$ cat src/rtl/uart_pkg.sv
// Shared types and constants for the UART transmit arbiter.
package uart_pkg;

  typedef enum logic [1:0] {IDLE, LAUNCH, SEND} uart_arb_state_t;

  localparam int UART_CHAR_W       = 8;
  localparam int UART_PISO_DIVIDER = 4096;

endpackage

$ cat src/rtl/uart_tx_arbiter_rr_pick.sv
// Combinational round-robin picker: first valid requester at or above ptr_i, wrapping.
module rr_pick
  import uart_pkg::*;
#(
  parameter int NUM_REQ = 2,
  parameter int IDW     = (NUM_REQ > 1) ? $clog2(NUM_REQ) : 1
) (
  input  logic [NUM_REQ-1:0] valid_i,
  input  logic [IDW-1:0]     ptr_i,
  output logic [IDW-1:0]     winner_o,
  output logic               any_valid_o
);

  logic [IDW-1:0] cand;

  always_comb begin
    winner_o    = '0;
    any_valid_o = 1'b0;
    cand        = ptr_i;
    for (int k = 0; k < NUM_REQ; k++) begin
      if (!any_valid_o && valid_i[cand]) begin
        any_valid_o = 1'b1;
        winner_o    = cand;
      end
      // Explicit wrap keeps the candidate in range when NUM_REQ is not a power of two.
      cand = (cand == IDW'(NUM_REQ - 1)) ? '0 : cand + 1'b1;
    end
  end

endmodule

$ cat src/rtl/uart_tx_arbiter.sv
// Round-robin sharing of the piso UART shifter among NUM_REQ byte sources.
// Optional launch timeout enabled by defining UART_TX_ARB_TIMEOUT_EN.
module uart_tx_arbiter
  import uart_pkg::*;
#(
  parameter int NUM_REQ        = 2,
  parameter int CHAR_W         = UART_CHAR_W,
  parameter int CNT_W          = 16,
  parameter int TIMEOUT_CYCLES = 65535
) (
  input  logic                        clock,
  input  logic                        reset,
  input  logic [NUM_REQ-1:0]          req_valid,
  input  logic [NUM_REQ*CHAR_W-1:0]   req_data,
  output logic [NUM_REQ-1:0]          req_ready,
  output logic [CHAR_W-1:0]           piso_tx_data,
  output logic                        piso_data_ready,
  input  logic                        piso_tx_busy,
  output logic [$clog2(NUM_REQ)-1:0]  grant_id,
  output logic                        arb_busy,
  output logic [CNT_W-1:0]            tx_count,
  output logic                        err_timeout
);

  localparam int GID_W = $clog2(NUM_REQ);

  uart_arb_state_t   state_q, state_d;
  logic [GID_W-1:0]  ptr_q, ptr_d;
  logic [GID_W-1:0]  grant_q, grant_d;
  logic [CHAR_W-1:0] data_q, data_d;
  logic              dr_q, dr_d;
  logic [CNT_W-1:0]  cnt_q, cnt_d;
  logic              s1_q, s2_q, s3_q;
  logic              busy_rise, busy_fall;
  logic [GID_W-1:0]  winner;
  logic              any_valid;

`ifdef UART_TX_ARB_TIMEOUT_EN
  localparam int TO_W = $clog2(TIMEOUT_CYCLES + 1);
  logic [TO_W-1:0] to_q, to_d;
  logic            err_q, err_d;
`else
  logic unused_timeout;
  assign unused_timeout = (TIMEOUT_CYCLES == 0);
`endif

  rr_pick #(
    .NUM_REQ (NUM_REQ),
    .IDW     (GID_W)
  ) u_rr_pick (
    .valid_i     (req_valid),
    .ptr_i       (ptr_q),
    .winner_o    (winner),
    .any_valid_o (any_valid)
  );

  // tx_busy crosses from the shifter clock; s3 is history for edge detection.
  always_ff @(posedge clock or posedge reset) begin
    if (reset) begin
      s1_q <= 1'b0;
      s2_q <= 1'b0;
      s3_q <= 1'b0;
    end else begin
      s1_q <= piso_tx_busy;
      s2_q <= s1_q;
      s3_q <= s2_q;
    end
  end

  assign busy_rise = s2_q & ~s3_q;
  assign busy_fall = ~s2_q & s3_q;

  always_comb begin
    req_ready = '0;
    if (state_q == IDLE && !s2_q && any_valid) req_ready[winner] = 1'b1;
  end

  always_comb begin
    state_d = state_q;
    ptr_d   = ptr_q;
    grant_d = grant_q;
    data_d  = data_q;
    dr_d    = dr_q;
    cnt_d   = cnt_q;
`ifdef UART_TX_ARB_TIMEOUT_EN
    to_d    = to_q;
    err_d   = 1'b0;
`endif
    case (state_q)
      IDLE: begin
        // A shifter still busy from before a reset must finish before the next launch.
        if (!s2_q && any_valid) begin
          data_d  = req_data[winner*CHAR_W +: CHAR_W];
          grant_d = winner;
          ptr_d   = (winner == GID_W'(NUM_REQ - 1)) ? '0 : winner + 1'b1;
          dr_d    = 1'b1;
          state_d = LAUNCH;
`ifdef UART_TX_ARB_TIMEOUT_EN
          to_d    = '0;
`endif
        end
      end
      LAUNCH: begin
        if (busy_rise) begin
          dr_d    = 1'b0;
          state_d = SEND;
        end
`ifdef UART_TX_ARB_TIMEOUT_EN
        else if (to_q == TO_W'(TIMEOUT_CYCLES - 1)) begin
          dr_d    = 1'b0;
          err_d   = 1'b1;
          state_d = IDLE;
        end else begin
          to_d = to_q + 1'b1;
        end
`endif
      end
      SEND: begin
        if (busy_fall) begin
          cnt_d   = cnt_q + 1'b1;
          state_d = IDLE;
        end
      end
      default: state_d = IDLE;
    endcase
  end

  // data_ready is registered so the other clock domain never sees a decode glitch.
  always_ff @(posedge clock or posedge reset) begin
    if (reset) begin
      state_q <= IDLE;
      ptr_q   <= '0;
      grant_q <= '0;
      data_q  <= '0;
      dr_q    <= 1'b0;
      cnt_q   <= '0;
    end else begin
      state_q <= state_d;
      ptr_q   <= ptr_d;
      grant_q <= grant_d;
      data_q  <= data_d;
      dr_q    <= dr_d;
      cnt_q   <= cnt_d;
    end
  end

`ifdef UART_TX_ARB_TIMEOUT_EN
  always_ff @(posedge clock or posedge reset) begin
    if (reset) begin
      to_q  <= '0;
      err_q <= 1'b0;
    end else begin
      to_q  <= to_d;
      err_q <= err_d;
    end
  end
  assign err_timeout = err_q;
`else
  assign err_timeout = 1'b0;
`endif

  assign piso_tx_data    = data_q;
  assign piso_data_ready = dr_q;
  assign grant_id        = grant_q;
  assign arb_busy        = (state_q != IDLE);
  assign tx_count        = cnt_q;

endmodule
$ cat config.mk
export PLATFORM = sky130hd
export DESIGN_NAME = uart_tx_arbiter
export DESIGN_NICKNAME = d
export VERILOG_FILES = /design/src/rtl/uart_pkg.sv /design/src/rtl/uart_tx_arbiter_rr_pick.sv /design/src/rtl/uart_tx_arbiter.sv
export SDC_FILE = /design/constraint.sdc
export NUM_CORES = 1
export LEC_CHECK = 0
export BUFFER_PORTS_ARGS = -buffer_cell sky130_fd_sc_hd__buf_4
export CAP_MARGIN = 15
export CORE_AREA = 2 2 59 61
export CTS_BUF_LIST = sky130_fd_sc_hd__clkbuf_2
export DETAILED_ROUTE_END_ITERATION = 12
export DIE_AREA = 0 0 61 63
export HOLD_SLACK_MARGIN = 0.1
export PLACE_DENSITY = 0.76
export SYNTH_ARGS = -nofsm -noshare
export SYNTH_HDL_FRONTEND = slang
export SYNTH_SLANG_ARGS = --single-unit
$ cat constraint.sdc
create_clock -name clock -period 1.5 [get_ports clock]
set_clock_uncertainty 0.05 [all_clocks]
set_input_delay 0.15 -clock clock [delete_from_list [all_inputs] [get_ports clock]]
set_output_delay 0.15 -clock clock [all_outputs]
set_load 0.05 [all_outputs]
==> metrics.md <==
| Metric | Value |
|---|---|
| Cells traversed along the worst timing path | or2_4, or3_4, nor2_4, buf_8 |
| Number of nets in the final layout | 236 |
| Via density per instance | 4.80 |
| Max Cap Viol | 0 |
| Ports | between 50 and 60 |
| Static power due to leakage | 1.12 nW |
| First-pass iteration count of the detailed router | 4 |
| Cell area after layout | between 2000 and 2500 sq um |
| Adder and majority cell fraction of the synthesized area | 0.873% |
| First-pass GRT wire length | 5.84 mm |
| Number of levels the H-tree was split into | 2 |
| Clock latency on the worst-skew pair | ~0.38 ns |
| Clock Pin Slew Worst Setup and Hold Paths | between 0.15 and 0.2 ns |
| Mapped Area | 1430 sq um |
| Number of cells produced by synthesis | 130 |
| Largest voltage drop on the vdd net | between 0.001 and 0.0015 V |
| Result of the run | finished, violations left |
| Largest net degree at the start of global routing | 33 |
| Failing checks | setup timing |
| Kind of critical path | register to output pin |
| Root buffer selected by CTS | clkbuf_2 |
| DP Area | 1940 sq um |
| Synth cell types | 29 |
| Antenna violations before repair | 0 |
| Unrepaired setup endpoints after global routing | true |
| Antenna violation net count after detailed routing | 0 |
| Worst min-delay path class | input port to register |
| Clock Tree Buf Depth | 2 |
| Wire per inst | 13.2 microns |
| Synth Net Count | roughly 150 |
| Worst Hold Margin | 0.253 ns |
| Floorplan die width | 61 microns |
| Overall die area | 3840 sq um |
| CP startpoint kind | register |
| Portion of netlist area occupied by mux cells | 5.58% |
| Multi-input gate area | about 660 sq um |
| Ys Warns | 0 |
| Number of fill cells | between 200 and 250 |
| Initial Utilization | 44.4% |
| Worst Setup Slack, final | -0.383 ns |
| End-of-flow core utilization | 70.3% |
| Avg Synthesized Cell Area | 11.0 sq um |
| Violation count after the first detailed-route iteration | 41 |
| TritonCTS clock tree | done |
| Post-synthesis share of cell area spent on xor and xnor gates | under 10% |
| Most frequent cells in the layout | 59 x buf_4, 22 x dfrtp_1, 20 x nand2_1 |
| DRC violations left | 0 |
| Number of standard-cell rows in the floorplan | 21 |
| Layout overhead on the synthesized area | 58.5% |
| Global route total overflow | 0 |
| Critical path data required time | 1.30 ns |
| Area inside the core boundary | 3230 sq um |
| Simple-gate area share of the yosys netlist | 20.9% |
| PD cells | between 1000 and 1500 nW/um^2 |
| Total routing resource utilization after global routing | between 20% and 30% |
| Pins over their slew limit | 0 |
| Summed negative setup slack over all endpoints | -2.18 ns |
| Share of the yosys chip area belonging to registers | 55.8% |
| Slowest library cell on the worst path | dfrtp_1 |
| CP Capture Type | output pin |
| Complex-gate fraction of the synthesized area | about 4.4% |
| Number of register bits inferred by synthesis | 32 |
| Routed vias | around 1300 |
| Count of inserted antenna diode cells | 0 |
| Combined flip-flop and latch cell area | a little over 800 sq um |
| Most frequent standard cell in the layout excluding fill and tap cells | buf_4 |
| Fraction of final layout cells sized beyond drive strength 1 | 44.7% |
| DPL Wire Length | about 2.2 mm |
| Largest incremental delay on the critical path | 0.43 ns |
| Number of global-route vias before repair | 1344 |
| Final critical path time including I/O delays and setup | 1.88 ns |
| Number of clock buffers inserted by TritonCTS | 5 |
| Share of the clock period used by the worst path | 126% |
| CP arrival | 1.68 ns |
| Largest family of logic cells by synthesized area | simple AND/OR/NAND/NOR gates |
| Die Y-Extent | 63 microns |
| Count of buffers from port buffering | between 40 and 50 |
| Gp weighted congestion | between 0.8 and 0.9 |
| # setup viols final | 23 |
| Max Clk Rate | 0.531 GHz |
| Final routed wirelength across all metal layers | 3.45 mm |
| Clk sink count | 32 |
| Final hold violation count | 0 |
| Maximum fanout along the worst path | 2 |
-- cell usage after synthesis --
master,instances,share of area (%)
ha_1,1,0.87
conb_1,1,0.26
nor2b_1,3,1.3
o21ai_1,8,2.8
dfrtp_1,32,56
buf_2,2,0.70
buf_6,1,0.79
a21o_1,1,0.52
nand4bb_1,1,0.79
nand4_1,4,1.7
nor4_4,2,3.0
buf_4,1,0.52
or3_1,1,0.44
nand3_1,4,1.4
or2_1,1,0.44
nor3_1,3,1.0
inv_1,3,0.79
mux2i_1,8,5.6
nor2_1,4,1.0
nor2_4,1,0.79
nand2_1,23,6.0
and3_1,1,0.44
clkbuf_1,1,0.26
xnor2_1,12,7.3
xor2_1,3,1.8
nor3_2,1,0.70
and2_1,1,0.44
o21ai_0,3,1.0
nand2b_1,3,1.3
-- layout make-up --
type	instances	area share, %
sequential	32	35.8
timing repair buffer	82	30.4
multi-input combinational	90	29.1
tap	46	2.53
clock buffer	6	1.32
inverter	3	0.496
clock inverter	2	0.330
-- where the power goes --
| part | internal, mW | switching (mW) | total (mW) |
|---|---|---|---|
| clock | 0.112 | 0.287 | 0.399 |
| sequential | 1.07 | 0.168 | 1.24 |
| combinational | 0.668 | 1.10 | 1.77 |
| total | 1.85 | 1.56 | 3.40 |
-- metrics by stage --
| step | std cells | power, mW | setup slack [ns] |
|---|---|---|---|
| after floorplan | 130 | 2.32 | -0.220 |
| after global placement | 230 | 2.76 | -0.0363 |
| after detailed placement | 230 | 2.80 | -0.0945 |
| after CTS | 260 | 3.38 | -0.391 |
| after global routing | 261 | 3.60 | -0.468 |
| final | 261 | 3.40 | -0.383 |
-- critical path, delay by kind of cell, from the launching register on --
family	cells	cell delay (ns)
flops	1	0.43
simple gates	3	0.71
buf+inv	1	0.16
-- worst paths after layout --
| path | to | startpoint | slack (ns) | depth (start not counted) |
|---|---|---|---|---|
| max in group asynchronous | tx_count[1]$_DFFE_PP0P_ | reset | 0.74 | 4 |
| worst max-delay path | req_ready[1] | state_q[1]$_DFFE_PP0P_ | -0.38 | 4 |
| worst max register to register | grant_id$_DFFE_PP0P_ | state_q[1]$_DFFE_PP0P_ | -0.15 | 5 |
| min in group asynchronous | piso_tx_data[1]$_DFFE_PP0P_ | reset | 0.32 | 4 |
| worst min-delay path | ptr_q$_DFFE_PP0P_ | req_valid[1] | 0.25 | 5 |
| worst min register to register | s2_q$_DFF_PP0_ | s1_q$_DFF_PP0_ | 0.34 | 0 |
-- kinds of logic (layout without fill, tap and decap cells) --
| kind of cell | after synthesis | after routing |
|---|---|---|
| and+or+nand+nor | 53 | 53 |
| buffers and inverters | 8 | 93 |
| xor gates and xnor gates | 15 | 15 |
| AOI/OAI and AO/OA | 12 | 12 |
| adders and majority gates | 1 | 1 |
| other | 1 | 1 |
| muxes | 8 | 8 |
| DFF | 32 | 32 |
-- layer usage --
metal	vias up	routed length, microns	GRT usage [%]	part of all wire, %
met5	-	0	0	0
met3	6	243	6.21	7.0
li1	600	-	-	-
met1	606	1330	24.4	39
met4	0	59	8.15	1.7
met2	42	1820	33.9	53
-- flip-flops by register name, summed over array words and instances, names as in the netlist --
name,count
tx_count,16
grant_id,1
s1_q,1
piso_tx_data,8
piso_data_ready,1
s3_q,1
s2_q,1
ptr_q,1
state_q,2
-- timing repair --
| action | CTS | global route |
|---|---|---|
| buffers inserted | 4 | 1 |
| resized for setup | 12 | 4 |
| hold buffers | 18 | 0 |
| pin swaps | 7 | 2 |
| endpoints found under the hold margin | 41 | 0 |
| endpoints found under the setup margin | 22 | 26 |
(Power assumes the default switching activity.)
